$ cat src/rtl/fpdsp_arbiter.sv
// Round-robin front end for a shared iterative FP DSP core: grants one requester at a time,
// launches the core, waits for ready under a watchdog and hands the result back to the owner.
module fpdsp_arbiter #(
    parameter int NREQ    = 4,
    parameter int TIMEOUT = 64
) (
    input  logic                 clk,
    input  logic                 rst,
    input  logic [NREQ-1:0]      req,
    input  logic [2*NREQ-1:0]    op,
    input  logic [32*NREQ-1:0]   a,
    input  logic [32*NREQ-1:0]   b,
    output logic [NREQ-1:0]      gnt,
    output logic [NREQ-1:0]      done,
    output logic [31:0]          result,
    output logic                 err,
    output logic                 core_run,
    output logic [1:0]           core_op,
    output logic [31:0]          core_a,
    output logic [31:0]          core_b,
    input  logic                 core_ready,
    input  logic [31:0]          core_result
);

    localparam int IW = (NREQ > 1) ? $clog2(NREQ) : 1;
    localparam int WW = $clog2(TIMEOUT + 1);
    localparam logic [1:0] OP_RSV = 2'b11;

    typedef enum logic [1:0] {IDLE, ISSUE, WAIT, RETIRE} state_t;

    state_t          state, state_d;
    logic [IW-1:0]   owner, owner_d;
    logic [IW-1:0]   ptr, ptr_d;
    logic [IW-1:0]   pick, idx;
    logic            found;
    logic [WW-1:0]   wdog, wdog_d;
    logic [31:0]     res_lat, res_lat_d;
    logic            err_lat, err_lat_d;

    logic [NREQ-1:0] gnt_d, done_d;
    logic [31:0]     result_d, core_a_d, core_b_d;
    logic            err_d, core_run_d;
    logic [1:0]      core_op_d;

    logic [1:0]      op_s [NREQ];
    logic [31:0]     a_s  [NREQ];
    logic [31:0]     b_s  [NREQ];

    for (genvar i = 0; i < NREQ; i++) begin : g_slice
        assign op_s[i] = op[2*i +: 2];
        assign a_s[i]  = a[32*i +: 32];
        assign b_s[i]  = b[32*i +: 32];
    end

    // Search starts one past the last owner so every requester gets a turn.
    always_comb begin
        found = 1'b0;
        pick  = '0;
        idx   = '0;
        for (int k = 1; k <= NREQ; k++) begin
            idx = IW'((int'(ptr) + k) % NREQ);
            if (!found && req[idx]) begin
                found = 1'b1;
                pick  = idx;
            end
        end
    end

    always_comb begin
        state_d    = state;
        owner_d    = owner;
        ptr_d      = ptr;
        wdog_d     = wdog;
        res_lat_d  = res_lat;
        err_lat_d  = err_lat;
        core_op_d  = core_op;
        core_a_d   = core_a;
        core_b_d   = core_b;
        gnt_d      = '0;
        done_d     = '0;
        result_d   = '0;
        err_d      = 1'b0;
        core_run_d = 1'b0;

        case (state)
            IDLE: begin
                if (found) begin
                    owner_d   = pick;
                    core_op_d = op_s[pick];
                    core_a_d  = a_s[pick];
                    core_b_d  = b_s[pick];
                    gnt_d     = NREQ'(1) << pick;
                    if (op_s[pick] == OP_RSV) begin
                        res_lat_d = '0;
                        err_lat_d = 1'b1;
                        state_d   = RETIRE;
                    end else begin
                        state_d   = ISSUE;
                    end
                end
            end
            ISSUE: begin
                core_run_d = 1'b1;
                wdog_d     = '0;
                state_d    = WAIT;
            end
            // A ready arriving on the same cycle as the watchdog expiry still counts.
            WAIT: begin
                wdog_d = wdog + WW'(1);
                if (core_ready) begin
                    res_lat_d = core_result;
                    err_lat_d = 1'b0;
                    state_d   = RETIRE;
                end else if (wdog_d == WW'(TIMEOUT - 1)) begin
                    res_lat_d = '0;
                    err_lat_d = 1'b1;
                    state_d   = RETIRE;
                end
            end
            RETIRE: begin
                done_d   = NREQ'(1) << owner;
                result_d = res_lat;
                err_d    = err_lat;
                ptr_d    = owner;
                state_d  = IDLE;
            end
            default: state_d = IDLE;
        endcase
    end

    always_ff @(posedge clk or posedge rst) begin
        if (rst) begin
            state    <= IDLE;
            owner    <= '0;
            ptr      <= IW'(NREQ - 1);
            wdog     <= '0;
            res_lat  <= '0;
            err_lat  <= 1'b0;
            gnt      <= '0;
            done     <= '0;
            result   <= '0;
            err      <= 1'b0;
            core_run <= 1'b0;
            core_op  <= '0;
            core_a   <= '0;
            core_b   <= '0;
        end else begin
            state    <= state_d;
            owner    <= owner_d;
            ptr      <= ptr_d;
            wdog     <= wdog_d;
            res_lat  <= res_lat_d;
            err_lat  <= err_lat_d;
            gnt      <= gnt_d;
            done     <= done_d;
            result   <= result_d;
            err      <= err_d;
            core_run <= core_run_d;
            core_op  <= core_op_d;
            core_a   <= core_a_d;
            core_b   <= core_b_d;
        end
    end

endmodule

$ cat config.mk
export PLATFORM = sky130hd
export DESIGN_NAME = fpdsp_arbiter
export DESIGN_NICKNAME = d
export VERILOG_FILES = /design/src/rtl/fpdsp_arbiter.sv
export SDC_FILE = /design/constraint.sdc
export NUM_CORES = 1
export LEC_CHECK = 0
export BUFFER_PORTS_ARGS = -buffer_cell sky130_fd_sc_hd__buf_2
export CORE_AREA = 2 2 158 160
export DETAILED_ROUTE_END_ITERATION = 7
export DIE_AREA = 0 0 160 162
export GPL_ROUTABILITY_DRIVEN = 0
export MAX_ROUTING_LAYER = met4
export SYNTH_ARGS = -nofsm -noshare
export SYNTH_HDL_FRONTEND = slang
export SYNTH_SLANG_ARGS = --single-unit
$ cat constraint.sdc
create_clock -name clk -period 9 [get_ports clk]
set_clock_uncertainty 0.15 [all_clocks]
set_input_delay 1.8 -clock clk [delete_from_list [all_inputs] [get_ports clk]]
set_output_delay 1.8 -clock clk [all_outputs]
set_load 0.02 [all_outputs]
==> flow_summary_export.csv, run 1 <==
group,metric,value,unit
outcome,outcome,"finished, final reports clean",
die,ios,411,
critical_path,worstPathCellList,"buf_2, nor2b_1, a21oi_1, o221ai_4, buf_4, mux2i_1, nand2_1, a211oi_4, buf_4, mux2_2",
detailed_routing,viasPerCell,4.69,
synthesis,ys_types,36,
grt,grt_usage,0.205,
synthesis,yosys_register_bits,154,
job,maxCapViolations,0,
final_layout,final_cell_area,10900,um^2
die,chipWidth,160,um
critical_path,regToRegSetupSlack,5.72,ns
synthesis,avgSynthCellArea,8.02,um^2
detailed_routing,ant_nets,0,
die,dieArea,25900,um^2
clock_tree,cts.path.max_buffers,2,
placement,dp_slack,4.28,ns
clock_tree,post_cts_buffers,0,
critical_path,r2r-start,"ptr[1]",
power,ir_drop,0.118,mV
grt,grt_start_max_net_pins,102,
synthesis,synth_cells,996,
placement,port_buffers,410,
clock_tree,numClockSinks,154,
grt,grt_pass1_wl,40400,um
critical_path,r2r_end,"res_lat[27]",
final_layout,antenna_cells,0,
power,power_density,315,nW/um^2
final_layout,multiInputGateArea,3830,um^2
placement,hpwlAfterDp,20000,um
clock_tree,htreeDepth,4,
detailed_routing,first_pass_iters,5,
timing,hold_ws,0.324,ns
synthesis,synthArstFlopShare,1.00,
critical_path,worstPathRequired,9.15,ns
critical_path,critical_path_arrival,4.44,ns
synthesis,yosysWarnings,0,
timing,hold_viol_final,0,
final_layout,fin_nets,1672,
timing,setup_tns,0,ns
critical_path,critical_path_class,"primary input to flop",
detailed_routing,drt_wl_total,26600,um
critical_path,r2r_cells,9,
die,core_area,24100,um^2
synthesis,synth_nets,1306,
final_layout,seq_area,3860,um^2
timing,setup_violations,0,
hold_path,holdPathEnd,"core_a[9]",
clock_tree,clock_latency,0.42,ns
critical_path,cpMostUsedCell,"buf_4",
detailed_routing,drtIter0Drc,525,
detailed_routing,drc_errors,0,
power,power,3.42,mW
clock_tree,cts-resized-gates,0,
final_layout,area_growth,36.1,%
grt,grt_overflow,0,
timing,period_share,0.476,
hold_path,hp-class,"flop to flop",
grt,antenna_found_initial,0,
die,initial_core_util,0.331,
timing,maxSlewHeadroom,0.322,
die,placementRows,57,
timing,rsz0062_at_grt,"no",
critical_path,cpMaxStageDelayCell,"buf_4",
final_layout,utilization,0.451,
final_layout,drive_above_1_share,0.360,
detailed_routing,wl_per_cell,15.6,um
critical_path,critPathMaxFanout,43,
clock_tree,postCtsHoldBufs,0,
synthesis,synth_area,7990,um^2
hold_path,hp-start,"core_a[9]",
final_layout,final_cell_count_no_fill,1699,
critical_path,endpoint_kind,"flop",
placement,placed_cell_area,10300,um^2
synthesis,synth-main-ff-cell,"dfrtp_1",
timing,fin_crit,4.29,ns
critical_path,startpoint_type,"primary input",
timing,setup_slack,4.71,ns
critical_path,cpPeakStageDelay,0.41,ns
final_layout,nFillCells,2511,
clock_tree,cts_buffers,17,
timing,max_freq,233,MHz
grt,grt_pass1_vias,7527,
clock_tree,tritoncts,"built",
placement,dp_cells,1667,
clock_tree,clk_pin_slew,0.06,ns
timing,timing.final.max_slew_violations,0,
synthesis,synth_edf_count,0,
detailed_routing,dr_total_vias,7961,
power,p_leak,6.10,nW
hold_path,hold_path_depth,2,
clock_tree,root_buffer,"clkbuf_16",
timing,worst_pin_slew,1.02,ns
synthesis,ys_seq_area_frac,0.483,
die,die_h,162,um
## worst max-delay path: cells and delay by family
kind	cells	cell delay, ns
buffers and inverters	3	0.98
and+or+nand+nor	2	0.34
muxes	2	0.71
AOI/OAI and AO/OA	3	0.57
## cell type report
class / count / share of cell area
inverter: 11 / 0.00426
sequential: 154 / 0.355
multi-input combinational: 758 / 0.353
timing repair buffer: 420 / 0.196
tap: 324 / 0.0373
clock inverter: 13 / 0.0144
clock buffer: 19 / 0.0408
## state kept, by name (all words and copies together), names as in the netlist, 2 cells and up
register  count
core_a       32
core_b       32
res_lat      32
result       32
wdog          7
done          4
gnt           4
core_op       2
owner         2
ptr           2
state         2
## layer usage
metal / track usage / routed length (um) / vias to the layer above
met2: 0.333 / 13000 / 296
met4: 0.0442 / 312 / 0
met5: - / 0 / -
met1: 0.261 / 11500 / 3650
li1: - / - / 3994
met3: 0.0503 / 1760 / 21
## synthesized netlist by cell type, types with 3 or more instances
| library cell | instances | share of area |
|---|---|---|
| a21oi_1 | 6 | 0.0038 |
| and2_1 | 33 | 0.026 |
| and3_1 | 33 | 0.026 |
| buf_6 | 4 | 0.0056 |
| clkbuf_1 | 68 | 0.032 |
| dfrtp_1 | 152 | 0.48 |
| ha_1 | 7 | 0.011 |
| inv_1 | 11 | 0.0052 |
| mux2_2 | 35 | 0.049 |
| mux2i_1 | 8 | 0.010 |
| nand2_1 | 397 | 0.19 |
| nand2b_1 | 3 | 0.0024 |
| nand3_1 | 68 | 0.043 |
| nor2_1 | 4 | 0.0019 |
| nor2b_1 | 3 | 0.0024 |
| nor3_1 | 3 | 0.0019 |
| nor3b_1 | 4 | 0.0038 |
| o21ai_0 | 133 | 0.083 |
| o22ai_1 | 3 | 0.0024 |
## worst max-delay path by stage
stage                   to  slack (ns)    from
6_report       res_lat[27]        4.71  req[3]
3_3_place_gp   res_lat[25]        4.32  req[3]
4_1_cts         res_lat[7]        4.72  req[3]
2_1_floorplan    core_a[0]        2.90     rst
3_5_place_dp   res_lat[27]        4.28  req[3]
5_1_grt        res_lat[27]        4.53  req[3]
## report_power, final
| group | switching, mW | leakage [nW] | internal [mW] |
|---|---|---|---|
| Combinational | 1.06 | 3.80 | 0.552 |
| Sequential | 0.135 | 2.01 | 0.944 |
| Clock | 0.300 | 0.293 | 0.425 |
| Total | 1.50 | 6.10 | 1.92 |
## cell usage in the layout (no fill, tap or decap), types with 2 or more instances in the layout
cell       netlist  layout
mux2i_1          8       8
a21oi_1          6       6
dfstp_2          2       2
nand2_1        397     397
and2_1          33      33
nor3_1           3       3
nor3b_1          4       4
ha_1             7       7
o31ai_1          2       2
inv_6            0       6
and3b_1          2       2
inv_8            0       2
mux2_2          35      35
inv_1           11      10
and3_1          33      33
o22ai_1          3       3
buf_2            0     410
dfrtp_1        152     152
nand4_1          2       2
o21ai_0        133     133
clkinv_4         0       2
nand2b_1         3       2
clkbuf_16        0      17
buf_4            0      10
bufinv_16        0       2
nand3_1         68      68
nor2b_1          3       3
nor2_1           4       4
## cell families (layout without fill, tap and decap cells)
family          count (synthesis)  after routing  share of synthesized area
mux                            44             44                     0.0608
compound gates                151            151                      0.101
buf+inv                        84            463                     0.0432
xor+xnor                        2              2                    0.00219
flops                         154            154                      0.483
fa+ha+maj                       7              7                     0.0110
simple gates                  554            554                      0.298
Note: power is estimated with default switching activity, not from simulation.
==> run 2, diff against run 1 <==
Settings changed: ABC_AREA set to 1, CORE_AREA 2 2 158 160 to unset, CORE_ASPECT_RATIO set to 0.5, CORE_MARGIN set to 1, CORE_UTILIZATION set to 41, DIE_AREA 0 0 160 162 to unset, PLACE_DENSITY set to 0.77.
Clock period 9 ns to 3.9 ns, I/O delays scaled along.
==> flow_summary_export.csv, run 2 <==
group,metric,value,unit
outcome,outcome,"finished, final reports clean",
placement,placed_cell_area,10100,um^2
power,seq_power_share,0.247,
timing,maxSlewHeadroom,0.255,
clock_tree,cts-resized-gates,0,
synthesis,synth_nets,1361,
timing,period_share,0.801,
synthesis,synth_area_leaders,"dfrtp_1, nand2_1, nand3_1",
final_layout,fin_nets,1744,
power,intPower,5.10,mW
power,p_leak,6.24,nW
power,p_comb_frac,0.599,
clock_tree,clk_pin_slew,0.07,ns
die,placementRows,35,
synthesis,ys_seq_area_frac,0.489,
synthesis,synthArstFlopShare,1.00,
clock_tree,cts_buffers,17,
clock_tree,root_buffer,"clkbuf_16",
die,chipWidth,198,um
placement,hpwlAfterDp,19600,um
job,maxCapViolations,0,
power,power_density,982,nW/um^2
synthesis,synth-main-ff-cell,"dfrtp_1",
synthesis,synth_cells,1051,
timing,fin_crit,3.12,ns
timing,setup_tns,0,ns
clock_tree,htreeDepth,4,
final_layout,final_cell_area,10700,um^2
final_layout,final_cell_mix,"nand2_1, buf_2, dfrtp_1, inv_1",
die,initial_core_util,0.424,
clock_tree,cts.path.max_buffers,2,
detailed_routing,drc_errors,0,
clock_tree,tritoncts,"built",
synthesis,yosysWarnings,0,
die,ios,411,
timing,setup_violations,0,
power,p_sw,5.44,mW
die,core_area,18600,um^2
synthesis,avgSynthCellArea,7.50,um^2
synthesis,synth_area_leader_cell,"dfrtp_1",
synthesis,synth_area,7880,um^2
detailed_routing,wl_per_cell,15.3,um
die,die_h,100,um
synthesis,yosys_register_bits,154,
timing,max_freq,320,MHz
die,dieArea,19800,um^2
synthesis,synth_top_area_share,0.483,
clock_tree,clock_latency,0.42,ns
power,p_sw_frac,0.516,
timing,worst_pin_slew,1.11,ns
final_layout,layout_commonest_cell,"nand2_1",
grt,grt_overflow,0,
critical_path,critical_path_arrival,3.28,ns
critical_path,startpoint_type,"flop",
placement,port_buffers,410,
critical_path,worstPathRequired,4.05,ns
final_layout,drive_above_1_share,0.332,
synthesis,synth_common_cells,"nand2_1, dfrtp_1, inv_1, nand3_1, nor2_1",
grt,antenna_found_initial,1,
timing,timing.final.max_slew_violations,0,
synthesis,synth_edf_count,0,
power,power_frac_clock,0.154,
clock_tree,post_cts_buffers,0,
critical_path,endpoint_kind,"flop",
grt,grt_pass1_vias,8046,
hold_path,hp-class,"flop to flop",
clock_tree,numClockSinks,154,
grt,grt_start_max_net_pins,70,
synthesis,synth.most_common_cell,"nand2_1",
detailed_routing,dr_total_vias,8676,
critical_path,critical_path_class,"flop to flop",
power,ir_drop,0.650,mV
critical_path,regToRegSetupSlack,0.78,ns
synthesis,ys_types,31,
clock_tree,postCtsHoldBufs,0,
detailed_routing,ant_nets,0,
timing,hold_viol_final,0,
critical_path,critPathMaxFanout,34,
grt,grt_usage,0.270,
detailed_routing,drt_wl_total,26100,um
detailed_routing,viasPerCell,5.08,
detailed_routing,drtIter0Drc,759,
grt,grt_pass1_wl,40300,um
timing,rsz0062_at_grt,"no",
final_layout,area_growth,36.2,%
detailed_routing,first_pass_iters,5,
## run 2: metal layers
metal / share of wire / vias to the layer above / global-route usage
met3: 0.083 / 73 / 0.0675
li1: - / 4100 / -
met2: 0.47 / 431 / 0.427
met4: 0.034 / 0 / 0.0996
met5: 0 / - / -
met1: 0.41 / 4072 / 0.336
## run 2: logic make-up (layout without fill, tap and decap cells)
family	after synthesis	in the layout	share of synthesized area
AOI/OAI and AO/OA	97	97	0.0841
other	0	1	0
xor gates and xnor gates	5	5	0.00556
and+or+nand+nor	634	634	0.327
buffers and inverters	154	550	0.0825
adders and majority gates	7	7	0.0111
DFF	154	154	0.489
## run 2: path summary, 6_finish.rpt
| path | from | endpoint | depth (start not counted) |
|---|---|---|---|
| min in group asynchronous | rst | gnt[2] | 2 |
| min | res_lat[15] | result[15] | 2 |
| min reg2reg | res_lat[15] | result[15] | 2 |
| max | ptr[0] | err_lat | 17 |
| max in group asynchronous | rst | result[14] | 3 |
| max reg2reg | ptr[0] | err_lat | 17 |
## run 2: final cells by class
| cell class | instances | area [um^2] |
|---|---|---|
| diodes | 1 | 2.50 |
| repair buffers | 422 | 2200 |
| clock buffers | 18 | 429 |
| multi-input cells | 743 | 3400 |
| inverters | 96 | 364 |
| fillers | 1680 | 7880 |
| clock inverters | 14 | 159 |
| flip-flops and latches | 154 | 3860 |
| well taps | 259 | 324 |
## run 2: worst max-delay path: stages, from the launching register on
cell	delay [ns]
dfstp_2	0.63
inv_2	0.14
nand2_1	0.08
nand2_1	0.09
nand2_2	0.10
nand2_2	0.08
nor2_4	0.12
nand3_2	0.13
nand2_2	0.14
nand2_4	0.11
nand3b_1	0.11
nand2_1	0.07
nor2_2	0.14
nand2_1	0.10
nand2_4	0.30
nand2_4	0.31
nand2_1	0.15
nand2_1	0.06
## run 2: per-stage QoR
| stage | setup slack [ns] | cells | util | power (mW) | hold WS, ns |
|---|---|---|---|---|---|
| floorplan | 1.03 | 1051 | - | 7.04 | 0.283 |
| global placement | 0.806 | 1674 | 0.545 | 8.65 | 0.298 |
| detailed placement | 0.666 | 1674 | 0.545 | 8.83 | 0.297 |
| CTS | 0.802 | 1706 | 0.577 | 10.5 | 0.317 |
| global route | 0.486 | 1707 | 0.577 | 11.4 | 0.341 |
| finish | 0.777 | 1707 | 0.577 | 10.5 | 0.316 |
## run 2: power by group through the flow
stage          Sequential [mW]  Combinational [mW]  Clock [mW]
2_1_floorplan             3.05                3.99           0
3_3_place_gp              2.59                6.06           0
3_5_place_dp              2.60                6.23           0
4_1_cts                   2.59                6.26        1.66
5_1_grt                   2.67                6.98        1.74
6_report                  2.60                6.31        1.63
==> run 3, diff against run 2 <==
Settings changed: CORE_AREA set to 2 2 162 164, CORE_ASPECT_RATIO 0.5 to unset, CORE_MARGIN 1 to unset, CORE_UTILIZATION 41 to unset, DIE_AREA set to 0 0 164 166, PLACE_DENSITY 0.77 to unset.
Clock period 3.9 ns to 3 ns, I/O delays scaled along.
==> flow_summary_export.csv, run 3 (same netlist as run 2, synthesis figures left out) <==
group,metric,value,unit
final_layout,seq_area,3860,um^2
job,maxCapViolations,0,
clock_tree,cts.path.max_buffers,2,
clock_tree,cts_buffers,17,
power,power_density,1290,nW/um^2
critical_path,critical_path_class,"flop to flop",
grt,grt_pass1_vias,7870,
grt,grt_pass1_wl,42600,um
power,p_comb_frac,0.600,
power,power_frac_clock,0.164,
power,intPower,7.02,mW
grt,grt_usage,0.207,
timing,setup_tns,0,ns
critical_path,critPathLaunch,"ptr[0]",
placement,port_buffers,410,
power,p_leak,6.31,nW
detailed_routing,ant_nets,0,
die,core_area,25600,um^2
critical_path,r2r_end,"core_b[1]",
timing,fin_crit,2.73,ns
outcome,outcome,"finished, final reports clean",
detailed_routing,drtIter0Drc,591,
die,placementRows,59,
placement,dp_cells,1752,
die,chipWidth,164,um
final_layout,drive_above_1_share,0.334,
timing,rsz0062_at_grt,"no",
die,dieArea,27200,um^2
clock_tree,clock_latency,0.42,ns
timing,hold_viol_final,0,
critical_path,regToRegSetupSlack,0.27,ns
clock_tree,numClockSinks,154,
detailed_routing,wl_per_cell,15.9,um
placement,hpwlAfterDp,20600,um
final_layout,final_cell_count_no_fill,1791,
critical_path,worstPathCellList,"inv_2, nand2_1, nand2_1, nand2_2, nand2_2, nor2_4, nand3_2, nand2_2, nand2_4, nand2_1, inv_2, buf_12, a22oi_1, nand3_1, nand2_1, nand2_1",
critical_path,cpMaxStageDelayCell,"dfstp_2",
timing,timing.final.max_slew_violations,0,
timing,setup_violations,0,
critical_path,startpoint_type,"flop",
detailed_routing,viasPerCell,4.67,
final_layout,fin_nets,1750,
final_layout,nFillCells,2621,
timing,worst_pin_slew,0.840,ns
critical_path,critical_path_arrival,2.89,ns
critical_path,cpMostUsedCell,"nand2_1",
detailed_routing,first_pass_iters,5,
clock_tree,clk_pin_slew,0.07,ns
final_layout,multiInputGateArea,3410,um^2
hold_path,hp-class,"primary input to asynchronous set/reset pin",
critical_path,cpPeakStageDelay,0.59,ns
timing,period_share,0.909,
critical_path,endpoint_kind,"flop",
critical_path,r2r-start,"ptr[0]",
critical_path,cp_top_family,"simple AND/OR/NAND/NOR gates",
grt,grt_overflow,0,
critical_path,critPathMaxFanout,34,
power,p_sw_frac,0.506,
final_layout,layout_commonest_cell,"nand2_1",
clock_tree,tritoncts,"built",
detailed_routing,drc_errors,0,
die,ios,411,
critical_path,r2r_cells,16,
power,p_sw,7.20,mW
clock_tree,htreeDepth,4,
grt,antenna_found_initial,3,
die,die_h,166,um
power,ir_drop,0.938,mV
power,seq_power_share,0.236,
clock_tree,root_buffer,"clkbuf_16",
timing,maxSlewHeadroom,0.440,
die,initial_core_util,0.308,
grt,grt_start_max_net_pins,155,
timing,max_freq,367,MHz
critical_path,cp_num_buf_inv,3,
final_layout,final_cell_mix,"nand2_1, buf_2, dfrtp_1, inv_1",
detailed_routing,drt_wl_total,28500,um
critical_path,worstPathRequired,3.16,ns
final_layout,area_growth,39.3,%
detailed_routing,dr_total_vias,8360,
-- run 3: cell count changes in the layout (fill, tap and decap cells not counted), sizes merged --
cell      before  now
diode          1    3
bufinv         1    3
clkinv         4    3
clkinvlp       3    2
buf          422  428
-- run 3: final cells by class --
cell class	instances	area share
antenna	3	0.000684
clock buffer	18	0.0391
clock inverter	14	0.0187
inverter	96	0.0332
multi-input combinational	743	0.310
sequential	154	0.351
tap	335	0.0382
timing repair buffer	428	0.209
-- run 3: through the flow --
stage	hold slack, ns	cell area, um^2	setup slack (ns)	power, mW	util
after global placement	0.298	10300	0.289	11.8	0.402
after global routing	0.305	11000	0.0603	15.4	0.429
after floorplan	0.283	7890	0.307	9.15	-
final	0.268	11000	0.272	14.2	0.429
after CTS	0.291	10900	0.168	14.3	0.427
after detailed placement	0.296	10300	0.182	11.8	0.402
-- run 3: repair_timing --
action | CTS | global route
gates resized for setup | 0 | 3
hold buffers | 0 | 0
endpoints found under the setup margin | 0 | 63
buffers inserted | 0 | 4
-- run 3: worst max-delay path by stage --
stage	cells after the start	endpoint	slack [ns]
2_1_floorplan	1	core_a[0]	0.31
3_3_place_gp	15	core_a[29]	0.29
3_5_place_dp	17	res_lat[17]	0.18
4_1_cts	17	res_lat[17]	0.17
5_1_grt	17	core_a[14]	0.06
6_report	16	core_b[1]	0.27
-- run 3: power by group through the flow --
stage                     clock network (mW)  logic, mW  registers, mW
after floorplan                            0       5.18           3.97
final                                   2.33       8.53           3.36
after global routing                    2.49       9.45           3.45
after global placement                     0       8.41           3.37
after detailed placement                   0       8.47           3.37
after CTS                               2.41       8.52           3.35
-- run 3: worst min-delay path, cell delays in order --
cell and delay (ns):
buf_2 0.11, clkinvlp_4 0.07, buf_12 0.58
-- run 3: layer usage --
metal	track usage	share of wire
met2	0.335	0.48
met4	0.0709	0.028
met3	0.0485	0.077
met1	0.253	0.41
met5	-	0
